[config.mk]
export PLATFORM = sky130hd
export DESIGN_NAME = blink_driver
export DESIGN_NICKNAME = d
export VERILOG_FILES = /design/src/rtl/blink_driver_pkg.sv /design/src/rtl/tick_gen.sv /design/src/rtl/blink_driver.sv
export SDC_FILE = /design/constraint.sdc
export NUM_CORES = 1
export LEC_CHECK = 0
export BUFFER_PORTS_ARGS = -buffer_cell sky130_fd_sc_hd__buf_2
export CORE_ASPECT_RATIO = 1.75
export CORE_MARGIN = 4
export CORE_UTILIZATION = 61
export CTS_CLUSTER_SIZE = 8
export DETAILED_ROUTE_END_ITERATION = 8
export PLACE_DENSITY = 0.79
export SYNTH_ARGS = -nofsm -noshare
export SYNTH_HDL_FRONTEND = slang
export SYNTH_HIERARCHICAL = 1
export SYNTH_SLANG_ARGS = --single-unit
[constraint.sdc]
create_clock -name clk -period 3.4 [get_ports clk]
set_input_delay 0.17 -clock clk [delete_from_list [all_inputs] [get_ports clk]]
set_output_delay 0.17 -clock clk [all_outputs]
set_load 0.02 [all_outputs]
[src/rtl/blink_driver_pkg.sv]
// Shared indicator definitions: FSM state encodings and timebase defaults
// used by blink_driver and the other display/indicator blocks.
package blink_driver_pkg;

    localparam logic [1:0] ST_IDLE = 2'd0;
    localparam logic [1:0] ST_ON   = 2'd1;
    localparam logic [1:0] ST_OFF  = 2'd2;

    // 100 ms at 125 MHz
    localparam int unsigned DEFAULT_TICK_CNT_MAX = 32'd12_500_000;
    localparam int unsigned PRE_CNT_W            = 32;

    function automatic int unsigned max_u(input int unsigned a, input int unsigned b);
        return (a > b) ? a : b;
    endfunction

endpackage

[src/rtl/tick_gen.sv]
// Prescaler: free-running 0..TICK_CNT_MAX-1 counter while enabled, held at
// zero when disabled or cleared; tick marks the last count of each period.
module tick_gen
    import blink_driver_pkg::*;
#(
    parameter int unsigned TICK_CNT_MAX = DEFAULT_TICK_CNT_MAX
) (
    input  logic clk,
    input  logic rst,
    input  logic en,
    input  logic clr,
    output logic tick
);

    logic [PRE_CNT_W-1:0] pre_cnt_q;
    logic [PRE_CNT_W-1:0] pre_cnt_d;

    assign tick = (pre_cnt_q == PRE_CNT_W'(TICK_CNT_MAX - 1));

    always_comb begin
        pre_cnt_d = pre_cnt_q;
        if (clr || !en) begin
            pre_cnt_d = '0;
        end else if (tick) begin
            pre_cnt_d = '0;
        end else begin
            pre_cnt_d = pre_cnt_q + PRE_CNT_W'(1);
        end
    end

    always_ff @(posedge clk) begin
        if (!rst) begin
            pre_cnt_q <= '0;
        end else begin
            pre_cnt_q <= pre_cnt_d;
        end
    end

endmodule

[src/rtl/blink_driver.sv]
// Turns a one-cycle start event into N on/off blinks (or continuous blinking)
// on a registered LED/buzzer output; stop aborts at any time without done.
module blink_driver
    import blink_driver_pkg::*;
#(
    parameter int unsigned TICK_CNT_MAX = DEFAULT_TICK_CNT_MAX,
    parameter int unsigned ON_TICKS     = 2,
    parameter int unsigned OFF_TICKS    = 3
) (
    input  logic       clk,
    input  logic       rst,
    input  logic       start,
    input  logic [3:0] blink_num,
    input  logic       stop,
    output logic       led,
    output logic       busy,
    output logic       done
);

    localparam int unsigned PH_W  = $clog2(max_u(ON_TICKS, OFF_TICKS)) + 1;
    localparam int unsigned REM_W = 4;

    logic [1:0]       state_q, state_d;
    logic [PH_W-1:0]  ph_cnt_q, ph_cnt_d;
    logic [REM_W-1:0] remaining_q, remaining_d;
    logic             cont_q, cont_d;
    logic             led_q, busy_q, done_q, done_d;
    logic             tick;
    logic             pre_clr_c;
    logic             pre_en_c;

    assign pre_en_c = (state_q != ST_IDLE);

    tick_gen #(
        .TICK_CNT_MAX(TICK_CNT_MAX)
    ) u_tick_gen (
        .clk (clk),
        .rst (rst),
        .en  (pre_en_c),
        .clr (pre_clr_c),
        .tick(tick)
    );

    // Next-state, phase counter and blink bookkeeping
    always_comb begin
        state_d     = state_q;
        ph_cnt_d    = ph_cnt_q;
        remaining_d = remaining_q;
        cont_d      = cont_q;
        done_d      = 1'b0;
        pre_clr_c   = 1'b0;

        if (stop) begin
            state_d     = ST_IDLE;
            ph_cnt_d    = '0;
            remaining_d = '0;
            pre_clr_c   = 1'b1;
        end else begin
            case (state_q)
                ST_IDLE: begin
                    if (start) begin
                        state_d     = ST_ON;
                        remaining_d = blink_num;
                        cont_d      = (blink_num == 4'd0);
                        ph_cnt_d    = '0;
                        pre_clr_c   = 1'b1;
                    end
                end
                ST_ON: begin
                    if (tick) begin
                        if (ph_cnt_q == PH_W'(ON_TICKS - 1)) begin
                            state_d  = ST_OFF;
                            ph_cnt_d = '0;
                        end else begin
                            ph_cnt_d = ph_cnt_q + PH_W'(1);
                        end
                    end
                end
                ST_OFF: begin
                    if (tick) begin
                        if (ph_cnt_q == PH_W'(OFF_TICKS - 1)) begin
                            ph_cnt_d = '0;
                            if (cont_q) begin
                                state_d = ST_ON;
                            end else if (remaining_q == REM_W'(1)) begin
                                state_d = ST_IDLE;
                                done_d  = 1'b1;
                            end else begin
                                state_d     = ST_ON;
                                remaining_d = remaining_q - REM_W'(1);
                            end
                        end else begin
                            ph_cnt_d = ph_cnt_q + PH_W'(1);
                        end
                    end
                end
                default: begin
                    state_d  = ST_IDLE;
                    ph_cnt_d = '0;
                end
            endcase
        end
    end

    // Outputs are decoded from the next state so they align with it
    always_ff @(posedge clk) begin
        if (!rst) begin
            state_q     <= ST_IDLE;
            ph_cnt_q    <= '0;
            remaining_q <= '0;
            cont_q      <= 1'b0;
            led_q       <= 1'b0;
            busy_q      <= 1'b0;
            done_q      <= 1'b0;
        end else begin
            state_q     <= state_d;
            ph_cnt_q    <= ph_cnt_d;
            remaining_q <= remaining_d;
            cont_q      <= cont_d;
            led_q       <= (state_d == ST_ON);
            busy_q      <= (state_d != ST_IDLE);
            done_q      <= done_d;
        end
    end

    assign led  = led_q;
    assign busy = busy_q;
    assign done = done_q;

endmodule

# Yosys cells after proc, flatten, opt, wreduce, memory -nomap -nowiden
# Cells that the tools add are included.
dict set report classes {
  reduce_logical 13
  bitwise 5
  add_sub_neg 3
  mux 25
  n_eq_ne 13
}
# cell count
set ops {}
lappend ops {{32-bit by 1-bit adder with 32-bit output (second input constant)} 1}
lappend ops {{32-bit by 24-bit equality test with 1-bit output (second input constant)} 1}
lappend ops {{4-bit 2-to-1 mux} 5}
lappend ops {{3-bit 2-to-1 mux} 5}
lappend ops {{2-bit 2-to-1 mux} 6}
lappend ops {{2-bit inequality test (second input constant)} 6}
lappend ops {{3-bit case mux with 3 select lines} 1}
lappend ops {{4-bit case mux with 2 select lines} 1}
lappend ops {{1-bit 2-to-1 mux} 6}
lappend ops {{2-bit case mux with 3 select lines} 1}
lappend ops {{3-bit AND reduction} 2}
lappend ops {{6-bit AND reduction} 1}
lappend ops {{2-bit nonzero test} 3}
lappend ops {{6-bit OR reduction} 1}
lappend ops {{1-bit NOT} 5}
lappend ops {{2-bit by 1-bit equality test with 1-bit output (second input constant)} 2}
lappend ops {{4-bit by 1-bit equality test with 1-bit output (second input constant)} 1}
lappend ops {{4-bit zero test} 1}
lappend ops {{4-bit by 1-bit subtractor with 4-bit output (second input constant)} 1}
lappend ops {{3-bit by 1-bit adder with 3-bit output (second input constant)} 1}
lappend ops {{3-bit by 1-bit equality test with 1-bit output (second input constant)} 1}
lappend ops {{3-bit by 2-bit equality test with 1-bit output (second input constant)} 1}
lappend ops {{3-bit OR reduction} 1}
lappend ops {{2-bit equality test (second input constant)} 1}
lappend ops {{4 further kinds} 4}
dict set report totals {
  in_bits 8
  elab_cells 67
  out_inout_bits 3
  ff_bits 45
}

# Longest topological paths before layout
# Gate-level depths: netlist (run 1).
dict set report logic_depth {
  word_depth 8
  ltp_mapped 9
  depth_no_buf 8
}

# Cells and area by module
# The synthesis (run 1) kept the hierarchy.
# mod cells_per_inst seq_area_each_um2 area_each_um2 n_inst
set by_module_without_submodules {}
lappend by_module_without_submodules {tick_gen 206 640.6 1780.5 1}
lappend by_module_without_submodules {blink_driver 104 260.2 867.1 1}

# Worst setup path after synthesis (run 1)
# Ideal clock, no wire load.
dict set report synth_timing {
  path_type {reg2reg}
  from {register u_tick_gen.pre_cnt_q[9]}
  to {register busy_q (netlist: busy)}
  arrival_time_ns 2.677
  setup_slack_ns 0.603
  required_ns 3.280
  n_path_buf 2
  setup_ns 0.120
  stages_incl_launch_ff 10
  synth_period_minus_slack_ns 2.797
  cell_sequence {dfxtp_1 > clkbuf_1 > or4_1 > or4_1 > nor3_2 > buf_2 > nand4bb_1 > o311ai_4 > o22ai_2 > or2_1}
}
dict set report synth_between {
  elab_chain_len 5
  elab_cells_between_ends 6
  classes_between {eq/ne (1); mux (4); reduce/logical (1)}
}
# element line_no
set synth_lines {}
lappend synth_lines {{from (decl)} tick_gen.sv:15} ;# logic [PRE_CNT_W-1:0] pre_cnt_q;
lappend synth_lines {{from (signal assigned)} tick_gen.sv:35} ;# pre_cnt_q <= pre_cnt_d;
lappend synth_lines {{32-bit by 24-bit equality test with 1-bit output (*)} tick_gen.sv:18} ;# assign tick = (pre_cnt_q == PRE_CNT_W'(TICK_CNT_MAX - 1));
lappend synth_lines {{net tick} blink_driver.sv:28} ;# logic tick;
lappend synth_lines {{2-bit 2-to-1 mux (on tied branches)} {blink_driver.sv:80, blink_driver.sv:70}}
lappend synth_lines {{2-bit case mux with 3 select lines (*)} blink_driver.sv:59} ;# case (state_q)
lappend synth_lines {{2-bit 2-to-1 mux (*)} blink_driver.sv:53} ;# if (stop) begin
lappend synth_lines {{2-bit nonzero test (*)} blink_driver.sv:121} ;# busy_q <= (state_d != ST_IDLE);
lappend synth_lines {{to (signal assigned)} blink_driver.sv:121}
lappend synth_lines {{to (decl)} blink_driver.sv:27} ;# logic led_q, busy_q, done_q, done_d;
# The timed path passes the listed nets; every way through them passes the cells marked *.
# A chain may end at the register's enable or synchronous reset.

# Worst setup path after layout (run 1)
dict set report layout_timing {
  from {register u_tick_gen.pre_cnt_q[8]}
  to {register busy_q (netlist: busy)}
}
# Same word-level chain as after synthesis.

==> results.md, run 1 <==
- Vias in the first global route: around 2.5k
- Critical register-to-register path startpoint: u_tick_gen/pre_cnt_q[8]
- Inst Count DP: roughly 360
- 1st-pass router iterations: 4
- Smallest hold slack: 153.9 ps
- Insertion delay of the later-clocked pin in the worst-skew pair: around 300 ps
- Post-layout min period: about 2800 ps
- Number of clock sinks: 45
- Slew at the pin closest to its max-slew limit: 934.8 ps
- Relative area change from synthesis to final layout: 5.624%
- Max Clk Rate: 359.5 MHz
- Worst setup margin: 618.6 ps
- Starting Density: 63.79%
- Overall power consumption: between 900 and 1000 uW
- PostCTS Resize Cnt: 0
- Via total after detailed routing: 2,459
- Number of buffers created by CTS: 5
- Class of the tightest hold or removal check: in -> reg
- Clock edge transition at the registers on the reported setup and hold paths: 70 ps
- Worst r2r dst: busy
- Share of layout cells above drive strength 1: 11.46%
- Layout Skew: 6.676 ps
- Total leakage power: 0.0008229 uW
- Overall die area: 5500 sq um
- Sequential-to-total area share from yosys stat: 34.03%
- Total of max-cap violations: 0
- Net count after synthesis: 325
- Post-Place Setup Slack: 641.3 ps
- Largest net degree at the start of global routing: 30
- Relative slew slack: a little under two fifths
- Buffers inserted during post-CTS setup optimization: 0
- Global routing usage summed across all routing layers: 26.26%
- Final WL: approximately 6.5 mm
- RSZ-0062 raised after global routing: no
- Routed metal-1 wire length: 2.325 mm
- Slew Limit Fails: 0
- Maximum net fanout on the critical path: 9
- Worst R2R Path Depth: 7
- Flip-flop and latch count after synthesis: 45
- Syn avg cell area: 8.540 sq um
- Reg2reg setup slack: 620 ps
- Peak supply drop: 0.0003737 V
- Total power density per cell area: 326.4 nW/um^2
- TritonCTS clock tree: done
- Antenna Violating Nets Remaining: 0
- Unique cell type count in the Yosys netlist: 58
- # diodes: 0
- DIE WIDTH: 57.80 um
- Most instantiated flip-flop cell in the synthesis netlist: sky130_fd_sc_hd__dfxtp_1
- Run status: finished, final reports clean
- Crit Path Category: reg -> reg
- Number of input and output port buffers inserted: 10
- Number of warnings reported in the yosys synthesis log: 6
- Number of DRC violations after detailed-routing iteration 0: 106
- Final Non-Filler Cells: 363
- Number of levels the H-tree was split into: 2
- Signal arrival time at the worst endpoint: 2970 ps
- Highest metal used: met4
- Worst hold path cell count: 2
- Total length of routed met3 wires: 269 um
- Count of flip-flops with a built-in enable after synthesis: 0
- Worst hold start: rst
- Fraction of registers with async set or reset after synthesis: 0%
- Clock tree root driver cell: sky130_fd_sc_hd__clkbuf_8
- Vias per std cell: 6.774
- Worst EP required: 3590 ps
- Aggregate negative setup slack: 0 ps
- Post-synthesis instance total: 310
- Total gr overflow: 0
- Total of hold buffers inserted after clock tree synthesis: 0
- Routed wire per std cell: roughly 18 um
- Final worst path period share: 81.81%
- Endpoint kind of the worst setup timing path: flop
- Count of final hold-check violations: 0
- Setup violations, final: 0
- Type of origin of the critical path: flop
- Wire length of the first global-routing pass: 11.31 mm
- Core region area: just over 4000 sq um
- NumNets Final: 329
- Placement row count: 31
- Cell Area, Synth: 2648 sq um
- Antenna violations before repair: 0
- Met2 wire length: around 3.7 mm
- HPWL after detailed placement: slightly below 5 mm
- Chip height: 95.15 um
- DRC: 0
- Routability-driven placement congestion ratio: 0.9230
- Top-level I/O count: 11
- Number of filler instances in the final layout: approximately 340
- WHS Endpoint: cont_q
- Largest buffer count on any clock path: 2
==> routing by layer <==
layer	vias up	global-route usage, %
li1	1180	-
met1	1174	25.73
met2	79	48.77
met3	26	4.878
met4	0	16.83
met5	-	0
==> cell usage after synthesis, types with 3 or more instances <==
library cell | n | share of area, %
sky130_fd_sc_hd__a211oi_1 | 10 | 2.8
sky130_fd_sc_hd__a211oi_2 | 4 | 1.9
sky130_fd_sc_hd__a21oi_1 | 5 | 0.95
sky130_fd_sc_hd__and4_1 | 6 | 2.0
sky130_fd_sc_hd__buf_2 | 5 | 0.95
sky130_fd_sc_hd__clkbuf_1 | 9 | 1.3
sky130_fd_sc_hd__dfxtp_1 | 45 | 34
sky130_fd_sc_hd__ha_1 | 7 | 3.3
sky130_fd_sc_hd__inv_1 | 13 | 1.8
sky130_fd_sc_hd__nand2_1 | 22 | 3.1
sky130_fd_sc_hd__nand3_1 | 13 | 2.5
sky130_fd_sc_hd__nand4_1 | 17 | 4.0
sky130_fd_sc_hd__nor2_1 | 15 | 2.1
sky130_fd_sc_hd__nor2b_1 | 3 | 0.71
sky130_fd_sc_hd__nor3_1 | 22 | 4.2
sky130_fd_sc_hd__nor3b_1 | 4 | 1.1
sky130_fd_sc_hd__nor4_1 | 8 | 1.9
sky130_fd_sc_hd__nor4b_1 | 4 | 1.3
sky130_fd_sc_hd__o21ai_0 | 17 | 3.2
sky130_fd_sc_hd__o31ai_1 | 5 | 1.4
sky130_fd_sc_hd__or3_1 | 8 | 1.9
sky130_fd_sc_hd__or4_1 | 7 | 2.0
sky130_fd_sc_hd__or4_4 | 3 | 1.3
sky130_fd_sc_hd__xnor2_1 | 11 | 3.6
sky130_fd_sc_hd__xor2_1 | 4 | 1.3
==> cells in the final DEF, fill, tap and decap left out, types with 3 or more instances in the layout <==
cell type	n
sky130_fd_sc_hd__dfxtp_1	45
sky130_fd_sc_hd__nand2_1	22
sky130_fd_sc_hd__nor3_1	22
sky130_fd_sc_hd__o21ai_0	17
sky130_fd_sc_hd__nand4_1	17
sky130_fd_sc_hd__nor2_1	15
sky130_fd_sc_hd__inv_1	13
sky130_fd_sc_hd__nand3_1	13
sky130_fd_sc_hd__xnor2_1	11
sky130_fd_sc_hd__buf_2	10
sky130_fd_sc_hd__a211oi_1	10
sky130_fd_sc_hd__nor4_1	8
sky130_fd_sc_hd__or3_1	8
sky130_fd_sc_hd__or4_1	7
sky130_fd_sc_hd__ha_1	7
sky130_fd_sc_hd__clkbuf_8	6
sky130_fd_sc_hd__and4_1	6
sky130_fd_sc_hd__a21oi_1	5
sky130_fd_sc_hd__o31ai_1	5
sky130_fd_sc_hd__nor3b_1	4
sky130_fd_sc_hd__nor4b_1	4
sky130_fd_sc_hd__xor2_1	4
sky130_fd_sc_hd__a211oi_2	4
sky130_fd_sc_hd__nor2b_1	3
sky130_fd_sc_hd__or4_4	3
==> logic make-up (layout without fill, tap and decap cells) <==
| logic type | count (synthesis) | in the layout | share of synthesized area, % |
|---|---|---|---|
| xor gates and xnor gates | 15 | 15 | 4.962 |
| adders and majority gates | 7 | 7 | 3.308 |
| DFF | 45 | 45 | 34.03 |
| AOI/OAI and AO/OA | 59 | 59 | 16.73 |
| muxes | 1 | 1 | 0.3781 |
| and+or+nand+nor | 155 | 155 | 36.11 |
| buffers and inverters | 28 | 32 | 4.489 |
==> worst max-delay path by stage <==
stage,to,start,cells past startpoint
4_1_cts,busy,u_tick_gen/pre_cnt_q[8],7
6_report,busy,u_tick_gen/pre_cnt_q[8],7
5_1_grt,busy,u_tick_gen/pre_cnt_q[8],7
2_1_floorplan,busy,u_tick_gen/pre_cnt_q[9],9
3_5_place_dp,busy,u_tick_gen/pre_cnt_q[8],7
3_3_place_gp,busy,u_tick_gen/pre_cnt_q[8],7
==> per-stage QoR <==
step,utilization (%),area (sq um)
after global routing,67.38,2796
after CTS,67.38,2796
final,67.38,2796
after detailed placement,65.30,2710
after global placement,65.30,2710
after floorplan,-,2648
==> state kept, by name, summed over array words and instances (netlist names) <==
name / cells
ph_cnt_q: 3
cont_q: 1
led: 1
done: 1
u_tick_gen/pre_cnt_q: 32
state_q: 2
remaining_q: 4
busy: 1
==> worst max-delay path, cell delays in order (launching register included) <==
cell	delay (ps)
sky130_fd_sc_hd__dfxtp_1	390
sky130_fd_sc_hd__or4_1	530
sky130_fd_sc_hd__or4_1	560
sky130_fd_sc_hd__nor3_4	290
sky130_fd_sc_hd__nand4bb_1	220
sky130_fd_sc_hd__o311ai_4	320
sky130_fd_sc_hd__o22ai_2	120
sky130_fd_sc_hd__or2_1	240
==> area by class of cell <==
type | instances | area [sq um] | area share [%]
well taps | 49 | 61.31 | 2.192
clock buffers | 7 | 86.33 | 3.087
repair buffers | 12 | 65.06 | 2.327
flip-flops and latches | 45 | 900.9 | 32.21
multi-input cells | 237 | 1634 | 58.43
inverters | 13 | 48.80 | 1.745
==> power by group <==
group / leakage [uW] / switching (uW) / internal, uW / total, uW
logic: 0.000415 / 28.0 / 19.3 / 47.3
registers: 0.000363 / 3.40 / 530 / 534
clock network: 0.0000443 / 171 / 161 / 332
Power figures use the tool's default switching activity.
==> inputs of run 2 (changes only) <==
Settings changed: ABC_AREA from default to 1.
Clock period 3.4 ns to 2.9 ns, I/O delays scaled along.
==> run 2 against run 1 <==
Combinational power grew 18%. Flip-flop and latch count did not move. Total power up 22%. Area after synthesis up 1.4%. Sequential share of layout area fell by 0.76 points. Maximum frequency grew 38%. Global-route usage shrank 2.7 points. Clock skew rose by 1.7 ps. Die area grew 1.3%. Non-clock buffer count down 2. Core utilization rose by 0.99 points. Cell count increased by 35%. Largest cell class unchanged.
==> results.md, run 2 <==
- Wire length of the first global-routing pass: 10.18 mm
- Most instantiated library cell after synthesis: sky130_fd_sc_hd__nand2_1
- Number of DRC violations after detailed-routing iteration 0: 69
- Buffers & Inverters on Critical Path: 1
- Sequential fraction of design power: 56.5%
- Flip-flop and latch count after synthesis: 45
- Overall die area: ~5600 sq um
- Total of hold buffers inserted after clock tree synthesis: 0
- PostCTS Resize Cnt: 0
- Total leakage power: 0.001166 uW
- Slew Limit Fails: 0
- Setup violations, final: 0
- Global routing usage summed across all routing layers: 23.58%
- Routing usage on met2: 45.66%
- Insertion delay of the later-clocked pin in the worst-skew pair: ~300 ps
- Buffers inserted during post-CTS setup optimization: 0
- Cell internal pwr: 858.8 uW
- Final core utilization: 68.37%
- Largest net degree at the start of global routing: 29
- Area contributors post-synth: sky130_fd_sc_hd__dfxtp_1 34%, sky130_fd_sc_hd__nand2_1 18%, sky130_fd_sc_hd__nor2_1 12%
- Share of the synthesized area in the top cell type: 33.55%
- Met3 routing resource usage after global routing: 3.624%
- Top-level I/O count: 11
- Unique cell type count in the Yosys netlist: 27
- DIE WIDTH: 58.15 um
- Dominant cell type by count on the critical path: sky130_fd_sc_hd__nand2_1
- Via total after detailed routing: ~2.5k
- Number of input and output port buffers inserted: 10
- Top post-synthesis cells by count: 130 x sky130_fd_sc_hd__nand2_1, 84 x sky130_fd_sc_hd__nor2_1, 61 x sky130_fd_sc_hd__inv_1
- Cell class contributing the biggest share of worst-path delay: simple AND/OR/NAND/NOR gates
- Worst EP required: 3120 ps
- Relative area change from synthesis to final layout: 6.664%
- Worst R2R Path Depth: 11
- Maximum net fanout on the critical path: 5
- Relative slew slack: a little over half
- Fraction of registers with async set or reset after synthesis: 0%
- Worst hold path cell count: 4
- Placement row count: 31
- Number of levels the H-tree was split into: 2
- Final worst path period share: 69.30%
- Antenna violations before repair: 0
- HPWL after detailed placement: 4.697 mm
- 1st-pass router iterations: 4
- Largest register by flop count: u_tick_gen/pre_cnt_q
- Starting Density: between 60 and 70%
- Portion of total power attributed to the clock network: between 30 and 40%
- Total gr overflow: 0
- Cell area after placement: 2763 sq um
- Vias per std cell: 5.129
- Endpoint kind of the worst setup timing path: flop
- Post-Place Setup Slack: 937.1 ps
- Total power density per cell area: 387.3 nW/um^2
- Aggregate negative setup slack: 0 ps
- Worst r2r dst: ph_cnt_q[0]
- Total of max-cap violations: 0
- Run status: finished, final reports clean
- Sequential-to-total area share from yosys stat: 33.55%
- Number of flip-flops under the largest register name: 32
- Max Clk Rate: 497.6 MHz
- Cell Area, Synth: roughly 2700 sq um
- Proportion of power drawn by combinational gates: 5.0%
- Vias in the first global route: 2,490
- TritonCTS clock tree: done
- Post-layout min period: 2010 ps
- Reg2reg setup slack: 890 ps
- WHS Endpoint: cont_q
- Synth area leader: sky130_fd_sc_hd__dfxtp_1
- Antenna Violating Nets Remaining: 0
- Routed wire per std cell: 12.16 um
- Switching part of the total power: a little under a quarter
- Class of the tightest hold or removal check: in -> reg
- Peak per-stage delay on the critical path: 360 ps
- Slew at the pin closest to its max-slew limit: 710.6 ps
- Chip height: 95.77 um
- Share of layout cells above drive strength 1: 9.773%
- Worst hold start: blink_num[0]
- Type of origin of the critical path: flop
- Most utilized layer in the global route result: met2
- Post-synthesis instance total: between 400 and 500
- Registers with the most flip-flops: u_tick_gen/pre_cnt_q (32), remaining_q (4), ph_cnt_q (3)
- Number of buffers created by CTS: 5
- Signal arrival time at the worst endpoint: roughly 2200 ps
- Post-layout instance area: 2864 sq um
- Clock tree root driver cell: sky130_fd_sc_hd__clkbuf_8
- Worst path slowest cell: sky130_fd_sc_hd__dfxtp_1
- Clock edge transition at the registers on the reported setup and hold paths: 80 ps
- Critical register-to-register path startpoint: u_tick_gen/pre_cnt_q[0]
- Routability-driven placement congestion ratio: 0.8760
- Crit Path Category: reg -> reg
- NumNets Final: 454
- Switching power of the nets: 250.4 uW
- Net count after synthesis: 440
- Most frequent standard cell in the layout excluding fill and tap cells: sky130_fd_sc_hd__nand2_1
- Commonest cells after routing, fill and taps aside: 130 x sky130_fd_sc_hd__nand2_1, 84 x sky130_fd_sc_hd__nor2_1, 61 x sky130_fd_sc_hd__inv_1
- Worst setup margin: 890.3 ps
- Number of warnings reported in the yosys synthesis log: 6
- Count of final hold-check violations: 0
- Syn avg cell area: 6.318 sq um
- DRC: 0
- Number of clock sinks: 45
- RSZ-0062 raised after global routing: no
- Layout Skew: 8.408 ps
- Most instantiated flip-flop cell in the synthesis netlist: sky130_fd_sc_hd__dfxtp_1
- Count of flip-flops with a built-in enable after synthesis: 0
- # diodes: 0
- GR met1 Demand/Resource: between 20% and 30%
- Peak supply drop: 0.0004536 V
- Largest buffer count on any clock path: 2
- Critical-path cell list: ha_1, nand3_1, nor2_2, nand2_1, nor2_1, inv_1, o21ai_1, nand2_1, nor2_2, nand2_1, a21oi_1
- Core region area: 4189 sq um
- Final WL: 5.946 mm
## run 2: cell types whose count changed in the layout (fill, tap and decap cells not counted), moves of 8 or more
cell / change
sky130_fd_sc_hd__inv_1: +48
sky130_fd_sc_hd__nand3_1: +16
sky130_fd_sc_hd__a211oi_1: -10
sky130_fd_sc_hd__or3_1: -8
sky130_fd_sc_hd__nand4_1: -15
sky130_fd_sc_hd__nor3_1: -20
sky130_fd_sc_hd__nor4_1: -8
sky130_fd_sc_hd__o21ai_0: -9
sky130_fd_sc_hd__nand2_1: +108
sky130_fd_sc_hd__nor2_1: +69
## run 2: final cells by class
type | count | area, sq um
Clock buffer | 7 | 96.34
Clock inverter | 1 | 5.005
Fill cell | 415 | 1325
Inverter | 64 | 242.7
Multi-Input combinational cell | 313 | 1508
Sequential cell | 45 | 900.9
Tap cell | 49 | 61.31
Timing Repair Buffer | 10 | 50.05
## run 2: worst max path at each step
stage	slack, ps	depth (start not counted)	from	endpoint
2_1_floorplan	1130	12	u_tick_gen/pre_cnt_q[0]	busy
3_3_place_gp	990	10	u_tick_gen/pre_cnt_q[0]	busy
3_5_place_dp	940	11	u_tick_gen/pre_cnt_q[0]	ph_cnt_q[0]
4_1_cts	910	11	u_tick_gen/pre_cnt_q[0]	ph_cnt_q[0]
5_1_grt	690	11	u_tick_gen/pre_cnt_q[0]	ph_cnt_q[0]
6_report	890	11	u_tick_gen/pre_cnt_q[0]	ph_cnt_q[0]
## run 2: logic make-up (layout without fill, tap and decap cells)
family	Yosys count	after routing	synth area share, %
AOI/OAI and AO/OA	21	21	4.986
adders and majority gates	7	7	3.262
and+or+nand+nor	268	268	42.36
buffers and inverters	67	82	10.30
xor gates and xnor gates	17	17	5.545
DFF	45	45	33.55
## run 2: power groups by stage
stage | clock network [uW] | logic [uW] | registers (uW)
5_1_grt | 463 | 64.4 | 627
4_1_cts | 433 | 55.9 | 626
3_3_place_gp | 0 | 53.8 | 641
6_report | 427 | 55.7 | 626
3_5_place_dp | 0 | 55.8 | 641
2_1_floorplan | 0 | 38.6 | 642
## run 2: layer usage
layer | part of all wire (%) | up-vias
li1 | - | 1306
met1 | 37 | 1115
met2 | 56 | 61
met3 | 2.9 | 26
met4 | 4.4 | 0
met5 | 0 | -
## run 2: per-stage QoR
stage | cells | hold WS [ps] | total power (uW)
floorplan | 425 | 283.4 | 680.5
global placement | 481 | 410.8 | 694.6
detailed placement | 481 | 428.9 | 696.6
CTS | 489 | 118.2 | 1115
global route | 489 | 155.2 | 1155
finish | 489 | 124.6 | 1109
## run 2: worst min-delay path: cells and delay by family
family / cells / cell delay (ps)
buffers and inverters: 1 / 90
AND/OR/NAND/NOR: 2 / 80
AO/OA/AOI/OAI: 1 / 60
